<file path="src/rtl/stopwatch_ctrl.sv">
// ---------------------------------------------------------------------------
// stopwatch_ctrl
//
// Stopwatch/timer control core. Decodes button-strobed 3-bit commands and owns
// the tick prescaler, the elapsed/remaining counter, the lap register and the
// countdown-done logic. Sits between debounced button/switch inputs and the
// display encoder.
//
// Parameters
//   TICK_DIV   clk cycles per count tick (>= 2)
//   CNT_W      counter / preset / lap width
//   MAX_COUNT  terminal value; up-count wraps MAX_COUNT -> 0, presets clamp to it
//
// Ports
//   clk          system clock
//   reset        asynchronous active-high reset
//   cmd_btn_i    command strobe, idle-high; a command is accepted on its falling edge
//   optiune_i    command code, sampled in the accept cycle
//   preset_i     countdown start value, sampled on LOAD
//   count_o      current counter value
//   lap_o        last captured lap value
//   lap_valid_o  one-cycle pulse after a lap capture
//   running_o    high while running
//   done_o       high once a countdown has finished
//   wrap_o       one-cycle pulse when the up-count wraps
// ---------------------------------------------------------------------------
module stopwatch_ctrl #(
    parameter int TICK_DIV  = 4,
    parameter int CNT_W     = 8,
    parameter int MAX_COUNT = 9
) (
    input  logic             clk,
    input  logic             reset,
    input  logic             cmd_btn_i,
    input  logic [2:0]       optiune_i,
    input  logic [CNT_W-1:0] preset_i,
    output logic [CNT_W-1:0] count_o,
    output logic [CNT_W-1:0] lap_o,
    output logic             lap_valid_o,
    output logic             running_o,
    output logic             done_o,
    output logic             wrap_o
);

    localparam int               PS_W    = (TICK_DIV > 2) ? $clog2(TICK_DIV) : 1;
    localparam logic [PS_W-1:0]  PS_LAST = PS_W'(TICK_DIV - 1);
    localparam logic [CNT_W-1:0] CNT_MAX = CNT_W'(MAX_COUNT);
    localparam logic [CNT_W-1:0] CNT_ONE = CNT_W'(1);

    localparam logic [2:0] CMD_START   = 3'b001;
    localparam logic [2:0] CMD_PAUSE   = 3'b010;
    localparam logic [2:0] CMD_STOP    = 3'b011;
    localparam logic [2:0] CMD_LAP     = 3'b100;
    localparam logic [2:0] CMD_LOAD    = 3'b101;
    localparam logic [2:0] CMD_MODE_UP = 3'b110;

    typedef enum logic [1:0] {
        ST_IDLE   = 2'd0,
        ST_RUN    = 2'd1,
        ST_PAUSED = 2'd2,
        ST_DONE   = 2'd3
    } state_t;

    typedef enum logic {
        MODE_UP   = 1'b0,
        MODE_DOWN = 1'b1
    } mode_t;

    state_t           state_q,    state_d;
    mode_t            mode_q,     mode_d;
    logic [CNT_W-1:0] count_q,    count_d;
    logic [CNT_W-1:0] lap_q,      lap_d;
    logic             lapValid_q, lapValid_d;
    logic             wrap_q,     wrap_d;
    logic [PS_W-1:0]  prescale_q, prescale_d;
    logic             btnPrev_q;
    logic             running_q;
    logic             done_q;
    logic             accept;
    logic             tick;

    // State and datapath registers. running/done are registered decodes of
    // the next state so they line up with the state register.
    always_ff @(posedge clk or posedge reset) begin
        if (reset) begin
            state_q    <= ST_IDLE;
            mode_q     <= MODE_UP;
            count_q    <= '0;
            lap_q      <= '0;
            lapValid_q <= 1'b0;
            wrap_q     <= 1'b0;
            prescale_q <= '0;
            btnPrev_q  <= 1'b1;
            running_q  <= 1'b0;
            done_q     <= 1'b0;
        end else begin
            state_q    <= state_d;
            mode_q     <= mode_d;
            count_q    <= count_d;
            lap_q      <= lap_d;
            lapValid_q <= lapValid_d;
            wrap_q     <= wrap_d;
            prescale_q <= prescale_d;
            btnPrev_q  <= cmd_btn_i;
            running_q  <= (state_d == ST_RUN);
            done_q     <= (state_d == ST_DONE);
        end
    end

    // Next-state logic. The running tick is evaluated first; an accepted
    // command is then layered on top, so PAUSE/LAP keep a coincident tick
    // while STOP/LOAD overwrite its effect.
    always_comb begin
        state_d    = state_q;
        mode_d     = mode_q;
        count_d    = count_q;
        lap_d      = lap_q;
        lapValid_d = 1'b0;
        wrap_d     = 1'b0;
        prescale_d = prescale_q;

        accept = btnPrev_q & ~cmd_btn_i;
        tick   = (state_q == ST_RUN) && (prescale_q == PS_LAST);

        if (state_q == ST_RUN) begin
            prescale_d = tick ? '0 : prescale_q + 1'b1;
            if (tick) begin
                if (mode_q == MODE_UP) begin
                    if (count_q >= CNT_MAX) begin
                        count_d = '0;
                        wrap_d  = 1'b1;
                    end else begin
                        count_d = count_q + 1'b1;
                    end
                end else begin
                    // Saturate at zero and finish on the 1 -> 0 step.
                    if (count_q <= CNT_ONE) begin
                        count_d = '0;
                        state_d = ST_DONE;
                    end else begin
                        count_d = count_q - 1'b1;
                    end
                end
            end
        end

        if (accept) begin
            case (optiune_i)
                CMD_START: begin
                    if (state_q == ST_IDLE) begin
                        state_d = ((mode_q == MODE_DOWN) && (count_q == '0)) ? ST_DONE : ST_RUN;
                    end else if (state_q == ST_PAUSED) begin
                        state_d = ST_RUN;
                    end
                end
                CMD_PAUSE: begin
                    if ((state_q == ST_RUN) && (state_d == ST_RUN)) begin
                        state_d = ST_PAUSED;
                    end
                end
                CMD_STOP: begin
                    count_d    = '0;
                    prescale_d = '0;
                    wrap_d     = 1'b0;
                    state_d    = ST_IDLE;
                end
                CMD_LAP: begin
                    lap_d      = count_q;
                    lapValid_d = 1'b1;
                end
                CMD_LOAD: begin
                    count_d    = (preset_i > CNT_MAX) ? CNT_MAX : preset_i;
                    mode_d     = MODE_DOWN;
                    prescale_d = '0;
                    wrap_d     = 1'b0;
                    state_d    = ST_IDLE;
                end
                CMD_MODE_UP: begin
                    if ((state_q == ST_IDLE) || (state_q == ST_PAUSED)) begin
                        mode_d = MODE_UP;
                        if (count_q > CNT_MAX) begin
                            count_d = CNT_MAX;
                        end
                    end
                end
                default: begin
                end
            endcase
        end
    end

    assign count_o     = count_q;
    assign lap_o       = lap_q;
    assign lap_valid_o = lapValid_q;
    assign running_o   = running_q;
    assign done_o      = done_q;
    assign wrap_o      = wrap_q;

endmodule
</file>
<file path="config.mk">
export PLATFORM = sky130hd
export DESIGN_NAME = stopwatch_ctrl
export DESIGN_NICKNAME = d
export VERILOG_FILES = /design/src/rtl/stopwatch_ctrl.sv
export SDC_FILE = /design/constraint.sdc
export NUM_CORES = 1
export LEC_CHECK = 0
export CORE_UTILIZATION = 31
export CTS_CLUSTER_DIAMETER = 40
export DETAILED_ROUTE_END_ITERATION = 10
export PLACE_DENSITY_LB_ADDON = 0.1
export SYNTH_ARGS = -nofsm -noshare
export SYNTH_HDL_FRONTEND = slang
export SYNTH_SLANG_ARGS = --single-unit
</file>
<file path="constraint.sdc">
create_clock -name clk -period 5.4 [get_ports clk]
set_input_delay 1.08 -clock clk [delete_from_list [all_inputs] [get_ports clk]]
set_output_delay 1.08 -clock clk [all_outputs]
set_load 0.03 [all_outputs]
</file>
### Word level (Yosys, flattened, before mapping)

Index checks and enable logic that the tools add are counted.

| cells by class | value |
|---|---|
| $lt $le $gt $ge | 4 |
| $add $sub $neg | 3 |
| bitwise logic cells | 2 |
| equality and inequality tests | 13 |
| multiplexer cells | 34 |
| reduce and logical (&&, ||, !) cells | 10 |

Operators with widths:

| operator | count |
|---|---|
| $mux W8 | 9 |
| $mux W2 | 13 |
| $pmux W8 S3 | 1 |
| $gt A8 B4 Y1 const B | 2 |
| $eq A3 B3 Y1 const B | 3 |
| $mux W1 | 9 |
| $add A8 B1 Y8 const B | 1 |
| $ge A8 B4 Y1 const B | 1 |
| $le A8 B1 Y1 const B | 1 |
| $logic_not A8 Y1 | 1 |
| $sub A8 B1 Y8 const B | 1 |
| $eq A2 B1 Y1 const B | 3 |
| $eq A2 B2 Y1 const B | 3 |
| $eq A3 B2 Y1 const B | 2 |
| $pmux W2 S3 | 1 |
| $eq A3 B1 Y1 const B | 1 |
| $logic_and A1 B1 Y1 | 3 |
| $reduce_and A3 Y1 | 1 |
| $add A2 B1 Y2 const B | 1 |
| $logic_not A2 Y1 | 1 |
| $ne A2 B2 Y1 const B | 1 |
| $pmux W1 S2 | 1 |
| $reduce_and A2 Y1 | 1 |
| $reduce_bool A2 Y1 | 1 |
| 4 further kinds | 4 |

| word-level totals | value |
|---|---|
| register bits | 26 |
| bits of input ports | 14 |
| output and inout bits | 20 |

### Longest topological paths before layout

| logic depth | value |
|---|---|
| depth in word-level cells | 11 |
| gate-level depth with buffers | 7 |
| depth with buffers taken out | 7 |

### Worst setup path before layout

Ideal clock, no wire load.

| timing | value |
|---|---|
| path kind | in2reg |
| start | input cmd_btn_i |
| end | register lap_q[0], in the netlist lap_o[0] |
| stages | 4 |
| setup slack | 2.988 ns |
| buffers on the path | 0 |
| data arrival time | 2.288 ns |
| data required time | 5.275 ns |
| path through | nor2b_1 nand2_1 nor3_2 mux2_2 |

| on the way | value |
|---|---|
| cells in the longest elaborated chain, start to end | 3 |

RTL lines:

| what | RTL line | text |
|---|---|---|
| from (decl) | 34 | `input logic cmd_btn_i,` |
| $not A1 Y1 | 122 | `accept = btnPrev_q & ~cmd_btn_i;` |
| $and A1 B1 Y1 | 122 |  |
| $reduce_and A2 Y1 (no line) | -- |  |
| to (signal assigned) | 100 | `lap_q <= lap_d;` |
| to (decl) | 72 | `logic [CNT_W-1:0] lap_q, lap_d;` |

No other way between the ends.
A chain may end at the register's enable or synchronous reset.

### Worst setup path in the final report

| timing | value |
|---|---|
| start | input cmd_btn_i |
| end | register lap_q[2], in the netlist lap_o[2] |

The elaborated chain is that of the path after synthesis.

==> impl_metrics.json <==
{
  "die_x_um": 73.3,
  "via_count": 1357,
  "start_kind": "input port",
  "first_pass_iters": 4,
  "synth_xor_area_share_pct": 0.555,
  "synth_area_leader_cell": "dfrtp_1",
  "syn_to_final_growth_pct": 28.0,
  "gp_congestion": 0.784,
  "cts_sinks": 26,
  "cp_max_fo": 9,
  "synthAdderAreaFrac_pct": 3.97,
  "power_frac_seq_pct": 35.3,
  "synth_compound_gate_area_share_pct": 18.1,
  "ys_warn_count": 0,
  "p_sw_w": 0.000471,
  "dp_hpwl_um": 2970,
  "r2r_setup_slack_ns": 2.87,
  "crit_type": "in -> reg",
  "ios": 34,
  "cts.clk_slew.worst_paths_ns": 0.09,
  "final_cells": 260,
  "synth_async_sr_flop_share_pct": 100,
  "rsz0062_at_grt": "no",
  "drcViolationCount": 0,
  "wl_per_cell_um": 15.1,
  "fmax_mhz": 346,
  "setup_viol": 0,
  "drive_gt1_share_pct": 8.81,
  "worst_path_largest_cell_delay_ns": 0.61,
  "first_iter_violations": 58,
  "reg2reg_from": "count_o[0]",
  "hold_class": "reg -> reg",
  "grt_pass1_vias": 1346,
  "synth_top_family_by_area": "simple AND/OR/NAND/NOR gates",
  "cap_viol_max_count": 0,
  "grt-ovfl-total": 0,
  "drt-total-wl_um": 3920,
  "ys_ff_latch": 26,
  "synth_edf_count": 0,
  "r2r_end": "count_o[7]",
  "start_util_pct": 32.8,
  "top_layer": "met4",
  "wl_met2_um": 1980,
  "layout_common_cells": "clkdlybuf4s50_1 (33), dfrtp_1 (25), nand2_1 (18)",
  "ant_nets": 0,
  "report.final.slew_viol_count": 0,
  "dp_cells": 256,
  "ys_top_cells_by_area": "dfrtp_1 (40%), nand2_1 (4.3%), ha_1 (4.0%)",
  "synth_ff_type": "dfrtp_1",
  "antennaDiodeCount": 0,
  "nets": 213,
  "core.rowCount": 25,
  "finalClockSkew_ns": 0.00469,
  "core_mm2": 0.00482,
  "worst_pin_slew_ns": 1.03,
  "layout_commonest_cell": "clkdlybuf4s50_1",
  "p_comb_share_pct": 49.6,
  "n_fill_cell": 496,
  "yosysTopAreaCellShare_pct": 39.7,
  "cts_max_level": 1,
  "cp_data_required_time_ns": 5.56,
  "status": "finished, final reports clean",
  "holdCritStartpoint": "lap_o[3]",
  "cts_hold_buf": 0,
  "die_h_um": 73.3,
  "cts_buffers": 3,
  "hold_viol": 0,
  "powerDensity_mw_per_mm2": 535,
  "port_buffers": 33,
  "postCtsSetupRepairBufs": 0,
  "yosys-mux-area-fraction_pct": 6.98,
  "cp_slowest_cell": "nor3_2",
  "fin_crit_ns": 2.89,
  "holdPathStages": 1,
  "antenna_found_initial": 0,
  "clock-root-buffer": "clkbuf_8",
  "netlist_area_mm2": 0.00158,
  "leakage_nw": 0.814,
  "grt_pass1_wl_um": 6540,
  "viasPerCell": 5.22,
  "fp.dieArea_mm2": 0.00538,
  "wl_met1_um": 1820,
  "hold_end": "lap_o[3]",
  "wl_met3_um": 108,
  "critical_path_arrival_ns": 3.05,
  "synth_fp_nets": 183,
  "crit_path_end_kind": "flop",
  "yosysSeqAreaShare_pct": 41.3,
  "ctsResizeCount": 0,
  "syn_avg_cell_area_um2": 9.62,
  "path_cells": "clkdlybuf4s50_1 -> nor2b_1 -> nand2_1 -> nor3_2 -> mux2_2",
  "gr-usage-all-layers_pct": 15.8,
  "fin_crit_sh_pct": 53.5,
  "yosys.area_share.simple_pct": 25.1,
  "swShare_pct": 43.6,
  "clockBufferDepth": 2,
  "ff2ff_path_depth": 7,
  "syn_inst": 164,
  "fin_tns_setup_ns": 0,
  "power_frac_clock_pct": 15.2,
  "yosysUniqueCellTypes": 54,
  "peakVddDrop_mv": 0.278,
  "slew_headroom_pct": 31.2,
  "p_int_w": 0.000609,
  "grt_max_degree": 27,
  "clock_latency_ns": 0.27,
  "cts_tree": "yes"
}
## cells in the mapped netlist (all sizes together), types with 2 or more instances
cell    instances
a21boi          2
buf             4
o211a           2
nand3           6
clkbuf          4
o21ai           9
or2             2
a211o           2
mux2            8
nand2          18
mux2i           2
ha              5
nor3            5
or4             4
inv             5
nor4            4
a31oi           4
nand2b          3
o21a            3
nor2           12
nor3b           2
dfrtp          25
a21oi           5
and3            4
a41oi           2
nor2b           3
nand3b          2
## worst max path at each step
stage	slack (ns)	depth (start not counted)	end	start
final	2.51	5	lap_o[2]	cmd_btn_i
after global routing	2.34	5	lap_o[2]	cmd_btn_i
after CTS	2.50	5	lap_o[2]	cmd_btn_i
after detailed placement	2.19	5	lap_o[2]	cmd_btn_i
after global placement	2.32	5	lap_o[0]	cmd_btn_i
after floorplan	2.99	4	lap_o[0]	cmd_btn_i
## stage by stage
stage / power, W / setup WS, ns / instance area [µm²] / hold slack (ns) / util (%)
2_1_floorplan: 0.000723 / 2.99 / 1580 / 0.493 / -
3_3_place_gp: 0.000914 / 2.32 / 1950 / 0.475 / 40.4
3_5_place_dp: 0.000920 / 2.19 / 1950 / 0.475 / 40.4
4_1_cts: 0.00109 / 2.50 / 2020 / 0.498 / 41.9
5_1_grt: 0.00115 / 2.34 / 2020 / 0.530 / 41.9
6_report: 0.00108 / 2.51 / 2020 / 0.490 / 41.9
## state kept, by name, summed over array words and instances, names as in the netlist
name	cells
running_o	1
lap_valid_o	1
done_o	1
state_q	2
prescale_q	2
wrap_o	1
count_o	8
btnPrev_q	1
mode_q	1
lap_o	8
## final cells by class
type                            instances  area, µm²  area share [%]
Clock inverter                          1       30.0            1.49
Inverter                                5       18.8           0.929
Multi-Input combinational cell        125        863            42.8
Sequential cell                        26        652            32.3
Tap cell                               67       83.8            4.15
Clock buffer                            3       41.3            2.04
Timing Repair Buffer                   33        330            16.4
## logic make-up (layout without fill, tap and decap cells)
family,after synthesis,count (layout)
and+or+nand+nor,70,70
AOI/OAI and AO/OA,39,39
DFF,26,26
buffers and inverters,13,42
muxes,10,10
adders and majority gates,5,5
xor gates and xnor gates,1,1
## critical path: cells and delay by family
kind | cells | cell delay, ns
simple gates | 3 | 1.13
buf+inv | 1 | 0.42
mux | 1 | 0.42
## routing by layer
metal,track usage (%),vias to the layer above
met5,0,-
met4,2.78,0
met3,3.16,2
met2,27.0,18
met1,21.1,674
li1,-,663
## power groups by stage
| stage | Combinational, W | Clock [W] | Sequential, W |
|---|---|---|---|
| after detailed placement | 0.000536 | 0 | 0.000385 |
| final | 0.000535 | 0.000164 | 0.000381 |
| after global routing | 0.000579 | 0.000176 | 0.000397 |
| after CTS | 0.000538 | 0.000170 | 0.000380 |
| after global placement | 0.000529 | 0 | 0.000385 |
| after floorplan | 0.000267 | 0 | 0.000456 |
Power figures use the tool's default switching activity.
